**config.mk**
```make
export PLATFORM = sky130hd
export DESIGN_NAME = rr_arbiter_fsm
export DESIGN_NICKNAME = d
export VERILOG_FILES = /design/src/rtl/arb_pkg.sv /design/src/rtl/rr_pick.sv /design/src/rtl/rr_arbiter_fsm.sv
export SDC_FILE = /design/constraint.sdc
export NUM_CORES = 1
export LEC_CHECK = 0
export ABC_AREA = 1
export CAP_MARGIN = 25
export CORE_UTILIZATION = 40
export DETAILED_ROUTE_END_ITERATION = 10
export PLACE_DENSITY = 0.65
export RECOVER_POWER = 50
export SLEW_MARGIN = 5
export SYNTH_ARGS = -nofsm -noshare
export SYNTH_HDL_FRONTEND = slang
export SYNTH_SLANG_ARGS = --single-unit
```
**constraint.sdc**
```tcl
create_clock -name clock -period 2.2 [get_ports clock]
set_input_delay 0.33 -clock clock [delete_from_list [all_inputs] [get_ports clock]]
set_output_delay 0.33 -clock clock [all_outputs]
set_load 0.1 [all_outputs]
```
**src/rtl/arb_pkg.sv**
```systemverilog
// Shared constants for the round-robin arbiter: state encoding, default sizing
// and the hold-counter width used when ARB_TIMEOUT_EN is defined.
package arb_pkg;

    localparam logic ARB_IDLE  = 1'b0;
    localparam logic ARB_GRANT = 1'b1;

    localparam int ARB_N_DEF        = 4;
    localparam int ARB_MAX_HOLD_DEF = 8;
    localparam int ARB_CNT_W        = 8;

endpackage

```
**src/rtl/rr_pick.sv**
```systemverilog
// Round-robin picker: lowest index at or after base with req set and mask clear,
// found by rotate, priority-encode, un-rotate. Purely combinational.
module rr_pick
    import arb_pkg::*;
#(
    parameter int N   = ARB_N_DEF,
    parameter int IDW = $clog2(N)
) (
    input  logic [N-1:0]   req,
    input  logic [N-1:0]   mask,
    input  logic [IDW-1:0] base,
    output logic           hit,
    output logic [IDW-1:0] idx
);

    logic [N-1:0]   cand;
    logic [N-1:0]   rot;
    logic [IDW-1:0] ridx;
    logic [IDW:0]   sum;

    always_comb begin
        cand = req & ~mask;
        // bit k of rot is candidate (base + k) mod N
        rot  = N'({cand, cand} >> base);
        hit  = |rot;
        ridx = '0;
        for (int k = N - 1; k >= 0; k--) begin
            if (rot[k]) ridx = IDW'(k);
        end
        sum = {1'b0, ridx} + {1'b0, base};
        if (sum >= (IDW + 1)'(N)) sum = sum - (IDW + 1)'(N);
        idx = sum[IDW-1:0];
    end

endmodule

```
**src/rtl/rr_arbiter_fsm.sv**
```systemverilog
// N-requester round-robin arbiter with grant locking and same-edge handoff.
// Optional owner preemption after MAX_HOLD cycles when ARB_TIMEOUT_EN is defined.
module rr_arbiter_fsm
    import arb_pkg::*;
#(
    parameter int N        = ARB_N_DEF,
    parameter int IDW      = $clog2(N),
    parameter int MAX_HOLD = ARB_MAX_HOLD_DEF
) (
    input  logic           clock,
    input  logic           reset,
    input  logic [N-1:0]   req,
    output logic [N-1:0]   gnt,
    output logic           gnt_valid,
    output logic [IDW-1:0] gnt_id
);

    if (N < 2 || N > 16) begin : g_bad_n
        $error("rr_arbiter_fsm: N must be in 2..16");
    end
    if (MAX_HOLD < 1 || MAX_HOLD > 255) begin : g_bad_hold
        $error("rr_arbiter_fsm: MAX_HOLD must be in 1..255");
    end

    logic           state_q, state_d;
    logic [IDW-1:0] ptr_q, ptr_d;
    logic [IDW-1:0] owner_d;
    logic           new_grant;
    logic           owner_req;
    logic           hold_expired;
    logic           pick_hit;
    logic [IDW-1:0] pick_idx;
    logic [N-1:0]   gnt_d;
    logic [IDW-1:0] id_d;
    logic           vld_d;

    // Masking with the current grant lets the same picker serve both the idle
    // search and the handoff/preempt search (gnt is zero while idle).
    rr_pick #(.N(N), .IDW(IDW)) u_pick (
        .req  (req),
        .mask (gnt),
        .base (ptr_q),
        .hit  (pick_hit),
        .idx  (pick_idx)
    );

    assign owner_req = |(req & gnt);

`ifdef ARB_TIMEOUT_EN
    localparam logic [ARB_CNT_W-1:0] HOLD_MAX = ARB_CNT_W'(MAX_HOLD);
    logic [ARB_CNT_W-1:0] cnt_q;

    always_ff @(posedge clock) begin
        if (reset)                                      cnt_q <= '0;
        else if (new_grant)                             cnt_q <= '0;
        else if (state_q == ARB_GRANT && cnt_q != HOLD_MAX) cnt_q <= cnt_q + 1'b1;
    end

    // Preempt only when someone else is waiting; otherwise the count saturates.
    assign hold_expired = (cnt_q == HOLD_MAX) && pick_hit;
`else
    assign hold_expired = 1'b0;
`endif

    // State register
    always_ff @(posedge clock) begin
        if (reset) begin
            state_q   <= ARB_IDLE;
            ptr_q     <= '0;
            gnt       <= '0;
            gnt_valid <= 1'b0;
            gnt_id    <= '0;
        end else begin
            state_q   <= state_d;
            ptr_q     <= ptr_d;
            gnt       <= gnt_d;
            gnt_valid <= vld_d;
            gnt_id    <= id_d;
        end
    end

    // Next-state logic
    always_comb begin
        state_d   = state_q;
        ptr_d     = ptr_q;
        owner_d   = gnt_id;
        new_grant = 1'b0;
        if (state_q == ARB_IDLE) begin
            if (pick_hit) begin
                state_d   = ARB_GRANT;
                new_grant = 1'b1;
            end
        end else if (!owner_req || hold_expired) begin
            if (pick_hit) new_grant = 1'b1;
            else          state_d   = ARB_IDLE;
        end
        if (new_grant) begin
            owner_d = pick_idx;
            ptr_d   = (pick_idx == IDW'(N - 1)) ? '0 : pick_idx + 1'b1;
        end
    end

    // Output logic (registered above)
    always_comb begin
        gnt_d = '0;
        id_d  = '0;
        vld_d = (state_d == ARB_GRANT);
        if (vld_d) begin
            gnt_d = N'(1) << owner_d;
            id_d  = owner_d;
        end
    end

endmodule

```
Word-level counts from Yosys, hierarchy flattened

Cells that the tools add are included.

Add/subtract/negate cells: 3
Magnitude comparators: 1
Equal/unequal tests: 1
Shift-type cells: 2
Mux-type cells: 12
Bitwise operators: 4
Reductions and logical operators: 3

Operators by type and width:

| operator                                                  | number |
|---|---|
| 2-to-1 mux 2 bit                                          | 7 |
| AND 4 bit                                                 | 2 |
| OR reduction 4 bit                                        | 2 |
| right shift 8 x 2 -> 4 bit                                | 1 |
| 2-to-1 mux 1 bit                                          | 5 |
| NOT 4 bit                                                 | 1 |
| left shift 1 x 2 -> 4 bit (first input constant)          | 1 |
| adder 2 x 2 -> 3 bit                                      | 1 |
| greater-or-equal comparator 3 bit (second input constant) | 1 |
| adder 2 x 1 -> 2 bit (second input constant)              | 1 |
| equality test 2 bit (second input constant)               | 1 |
| OR reduction 2 bit                                        | 1 |
| subtractor 2 x 1 -> 2 bit (second input constant)         | 1 |
| NOT 1 bit                                                 | 1 |

Register bits after elaboration: 9
Bits of input ports: 6
Output and inout port bits: 7
Word-level logic and storage cells: 30

Logic depth before layout (Yosys ltp)

Word-level depth: 12
Gate-level depth with buffers: 14

Cells and area by module

A second synthesis with hierarchy kept.

Cells, all modules: 89
Area, all modules: 629.4 sq um

By module, submodules not included:

| module         | times used | cells each | area each (sq um) | sequential area each (sq um) |
|---|---|---|---|---|
| rr_arbiter_fsm | 1          | 50         | 386.6             | 180.2 |
| rr_pick        | 1          | 39         | 242.7             | 0.0 |

Worst setup path before layout

No wires, ideal clock.

Path type: reg2reg
From: reg gnt[0]
To: reg ptr_q[1]
Library setup time: 111 ps
Data arrival time: 2444 ps
Required time: 2089 ps
Setup slack: -356 ps
Stages on the path, launching flop included: 15
Period minus slack after synthesis: 2556 ps
Cell sequence: dfxtp_1 -> clkinv_1 -> nand3_1 -> nand3_1 -> nand2_2 -> nand3_1 -> a21boi_0 -> ha_1 -> xor2_1 -> nand3b_1 -> nand2_1 -> nand2_1 -> nand2_1 -> nor2_1 -> nor2_1

Longest elaborated chain between the ends: 12
Elaborated cells on any way between the ends: 20
Those cells by class: add/sub (3); order compare (1); eq/ne (1); shift (1); mux (9); bitwise (3); reduce/logical (2)

RTL lines:

| item                                                                           | line                 | source |
|---|---|---|
| start: declaration                                                             | rr_arbiter_fsm.sv:13 | `output logic [N-1:0] gnt,` |
| start signal: assignment                                                       | rr_arbiter_fsm.sv:76 | `gnt <= gnt_d;` |
| NOT 4 bit                                                                      | rr_pick.sv:22        | `cand = req & ~mask;` |
| AND 4 bit                                                                      | rr_pick.sv:22        |  |
| right shift 8 x 2 -> 4 bit                                                     | rr_pick.sv:24        | `rot = N'({cand, cand} >> base);` |
| 2-to-1 mux 2 bit (4 in a row)                                                  | rr_pick.sv:28        | `if (rot[k]) ridx = IDW'(k);` |
| adder 2 x 2 -> 3 bit                                                           | rr_pick.sv:30        | `sum = {1'b0, ridx} + {1'b0, base};` |
| greater-or-equal comparator 3 bit or subtractor 2 x 1 -> 2 bit (tied branches) | rr_pick.sv:31        | `if (sum >= (IDW + 1)'(N)) sum = sum - (IDW + 1)'(N);` |
| 2-to-1 mux 2 bit                                                               | rr_pick.sv:31        |  |
| adder 2 x 1 -> 2 bit or equality test 2 bit (tied branches)                    | rr_arbiter_fsm.sv:99 | `ptr_d = (pick_idx == IDW'(N - 1)) ? '0 : pick_idx + 1'b1;` |
| 2-to-1 mux 2 bit                                                               | rr_arbiter_fsm.sv:99 |  |
| end signal: assignment                                                         | rr_arbiter_fsm.sv:75 | `ptr_q <= ptr_d;` |
| end: declaration                                                               | rr_arbiter_fsm.sv:26 | `logic [IDW-1:0] ptr_q, ptr_d;` |

Several ways; a longest one is shown, not always the timed one.
A chain may end at the register's enable or synchronous reset.

Worst setup path after layout

From: in req[3]
To: reg gnt[0]

Longest elaborated chain between the ends: 11
Elaborated cells on any way between the ends: 22
Those cells by class: add/sub (2); order compare (1); shift (2); mux (11); bitwise (3); reduce/logical (3)

RTL lines:

| item                                                                           | line                  | source |
|---|---|---|
| start: declaration                                                             | rr_arbiter_fsm.sv:12  | `input logic [N-1:0] req,` |
| AND 4 bit                                                                      | rr_pick.sv:22         |  |
| right shift 8 x 2 -> 4 bit                                                     | rr_pick.sv:24         |  |
| 2-to-1 mux 2 bit (4 in a row)                                                  | rr_pick.sv:28         |  |
| adder 2 x 2 -> 3 bit                                                           | rr_pick.sv:30         |  |
| greater-or-equal comparator 3 bit or subtractor 2 x 1 -> 2 bit (tied branches) | rr_pick.sv:31         |  |
| 2-to-1 mux 2 bit                                                               | rr_pick.sv:31         |  |
| 2-to-1 mux 2 bit                                                               | rr_arbiter_fsm.sv:97  | `if (new_grant) begin` |
| left shift 1 x 2 -> 4 bit                                                      | rr_arbiter_fsm.sv:109 | `gnt_d = N'(1) << owner_d;` |

Several ways; a longest one is shown, not always the timed one.

==> metrics.md <==
| Metric | Value |
|---|---|
| CTS tree | `built` |
| WL final | `1147 um` |
| I/O Buffers | `12` |
| Outcome | `completed` |
| GPL Wtd Cong | `0.7341` |
| CTS clock-pin slew for the worst setup and hold paths | `0.06 ns` |
| Initial antenna violation count | `0` |
| Hpwl dp | `988.1 um` |
| Die height | `40.79 um` |
| Post-route setup slack | `0.1793 ns` |
| RSZ-0062 raised after global routing | `false` |
| Clock Root Buffer | `clkbuf_4` |
| Setup Total Neg Slack | `0 ns` |
| DRT Pass-1 Iters | `4` |
| Post-synthesis async set-or-reset flop share | `0%` |
| Post-synthesis cell area | `601.8 um2` |
| Worst slew pin tran | `1.166 ns` |
| Worst Path Arrival | `2.21 ns` |
| Max cap viols | `0` |
| GRT overflow | `0` |
| R2R depth | `13` |
| Nets | `114` |
| Synth Register Bits | `9` |
| Initial Util | `44.58%` |
| Final Cycle Share | `91.85%` |
| Max-slew violation count | `0` |
| Synth top area cells | `dfxtp_1 (30%), nand3_1 (13%), nand2_1 (9.4%)` |
| Cells after DPL | `117` |
| Syn_nets | `91` |
| Clock Path Buffers | `2` |
| Die area | `1664 um2` |
| Vias per inst | `4.694` |
| Final Hold Viols | `0` |
| Share of Yosys cell area claimed by the top area cell type | `29.94%` |
| Pre-CTS WS | `-0.1336 ns` |
| Post-synth EDFFs | `0` |
| Final Critical Period | `2.021 ns` |
| Hold-fix buffers at CTS | `0` |
| Slew headroom | `22.58%` |
| CP required | `2.39 ns` |
| Synth warn | `0` |
| Post-Syn Instances | `84` |
| Hold depth | `3` |
| Clock latency on the worst-skew pair | `0.26 ns` |
| # H-tree levels | `1` |
| HP Class | `flip-flop to flip-flop` |
| Hold WS | `0.5323 ns` |
| Filler-free cell count of the finished design | `121` |
| Max FO, Critical Path | `4` |
| Yosys top cell by area | `dfxtp_1` |
| Chip width | `40.79 um` |
| DRT iter0 DRCs | `6` |
| CP Capture Type | `flip-flop` |
| Synth Area per Inst | `7.165 um2` |
| Most common cell in the synthesized netlist | `nand3_1` |
| WS Path Type | `input pin to flip-flop` |
| Total GRT Usage | `17.55%` |
| CORE AREA | `1350 um2` |
| Sequential share of the synthesized area | `29.94%` |
| Synth top cells by count | `nand3_1 (16), nand2_1 (15), dfxtp_1 (9)` |
| Fill cell count | `137` |
| Distinct cells, synth | `22` |
| Vias in the first global route | `501` |
| Wire length per cell | `9.479 um` |
| CTS Buf Count | `3` |
| Largest net degree at the start of global routing | `8` |
| Worst Skew | `0.006267 ns` |
| Top Ports | `13` |
| Startpoint type of the worst setup path | `input pin` |
| First-pass GRT wire length | `1897 um` |
| Fmax | `494.9 MHz` |
| Vias | `568` |
| Post-route ant nets | `0` |
| Top FF cell, synth | `dfxtp_1` |
| Ant diodes | `0` |
| Layout area overhead | `30.35%` |
| Clk sink count | `9` |
| Site Rows | `13` |
| Post-route DRC violation count | `0` |
| Layout cell share with drive strength beyond 1 | `35.85%` |
| Final setup vio count | `0` |
==> layer usage <==
metal,wire length (um),GRT usage (%),part of all wire (%),vias to the layer above
met2,547,31.25,48,13
met1,534,18.69,47,245
li1,-,-,-,310
met3,66,5.435,5.8,0
met4,0,7.500,0,0
met5,0,0,0,-
==> sequential cells by signal, summed over array words and instances (netlist names) <==
name	cells
gnt	4
ptr_q	2
gnt_id	2
state_q	1
==> critical path: stages <==
cell and delay, ns:
clkdlybuf4s50_1 0.50, nand3_1 0.14, nand3_1 0.09, nand2_1 0.07, a21boi_1 0.17, ha_1 0.18
xor2_1 0.17, nand3b_1 0.17, nand3_2 0.12, nand2_2 0.11, nand2_1 0.05, nor2_1 0.10
==> layout make-up <==
type	instances	area (um2)	share of cell area, %
Sequential cell	9	186.4	23.76
Clock buffer	3	22.52	2.871
Multi-Input combinational cell	62	377.9	48.17
Timing Repair Buffer	19	128.9	16.43
Tap cell	15	18.77	2.392
Inverter	12	45.04	5.742
Clock inverter	1	5.005	0.6380
==> what timing repair did <==
item | CTS | global route
resized for setup | 0 | 4
endpoints found under the hold margin | 0 | 0
buffers inserted | 0 | 0
setup endpoints to repair | 0 | 4
==> path summary, 6_finish.rpt <==
path | slack (ns) | startpoint | to
hold / removal | 0.53 | gnt_id[1] | gnt[1]
setup / recovery | 0.18 | req[3] | gnt[0]
setup reg to reg | 0.29 | ptr_q[0] | gnt[0]
hold reg to reg | 0.53 | gnt_id[1] | gnt[1]
==> metrics by stage <==
step,utilization [%],instance area [um2]
2_1_floorplan,-,606.8
3_3_place_gp,57.46,775.7
3_5_place_dp,57.46,775.7
4_1_cts,59.50,803.3
5_1_grt,58.11,784.5
6_report,58.11,784.5
==> cells by family (layout without fill, tap and decap cells) <==
family / count (synthesis) / in the layout / share of synthesized area (%)
buf+inv: 13 / 35 / 8.315
fa+ha+maj: 1 / 1 / 2.079
flops: 9 / 9 / 29.94
compound gates: 5 / 5 / 8.110
simple gates: 55 / 55 / 50.10
xor+xnor: 1 / 1 / 1.456
==> layout by cell type (no fill, tap or decap) <==
| master | count |
|---|---|
| o21a_1 | 1 |
| a21oi_1 | 1 |
| inv_1 | 5 |
| clkinv_1 | 4 |
| buf_4 | 7 |
| xor2_1 | 1 |
| nand2_1 | 15 |
| nor2_1 | 7 |
| dfxtp_1 | 4 |
| a21boi_1 | 1 |
| clkbuf_1 | 7 |
| nor2_2 | 1 |
| inv_2 | 3 |
| nand3_2 | 4 |
| clkinv_2 | 1 |
| nand3_1 | 14 |
| nor3_1 | 1 |
| clkdlybuf4s50_1 | 5 |
| dfxtp_2 | 5 |
| o21ai_4 | 1 |
| nand2_2 | 7 |
| nor3_2 | 1 |
| a21oi_2 | 1 |
| nand3b_1 | 1 |
| nand2_4 | 3 |
| clkbuf_4 | 3 |
| ha_1 | 1 |
| nor3b_2 | 1 |
Power is not shown: default switching activity piles up to over one toggle a cycle in this logic, so the estimate is an artifact.
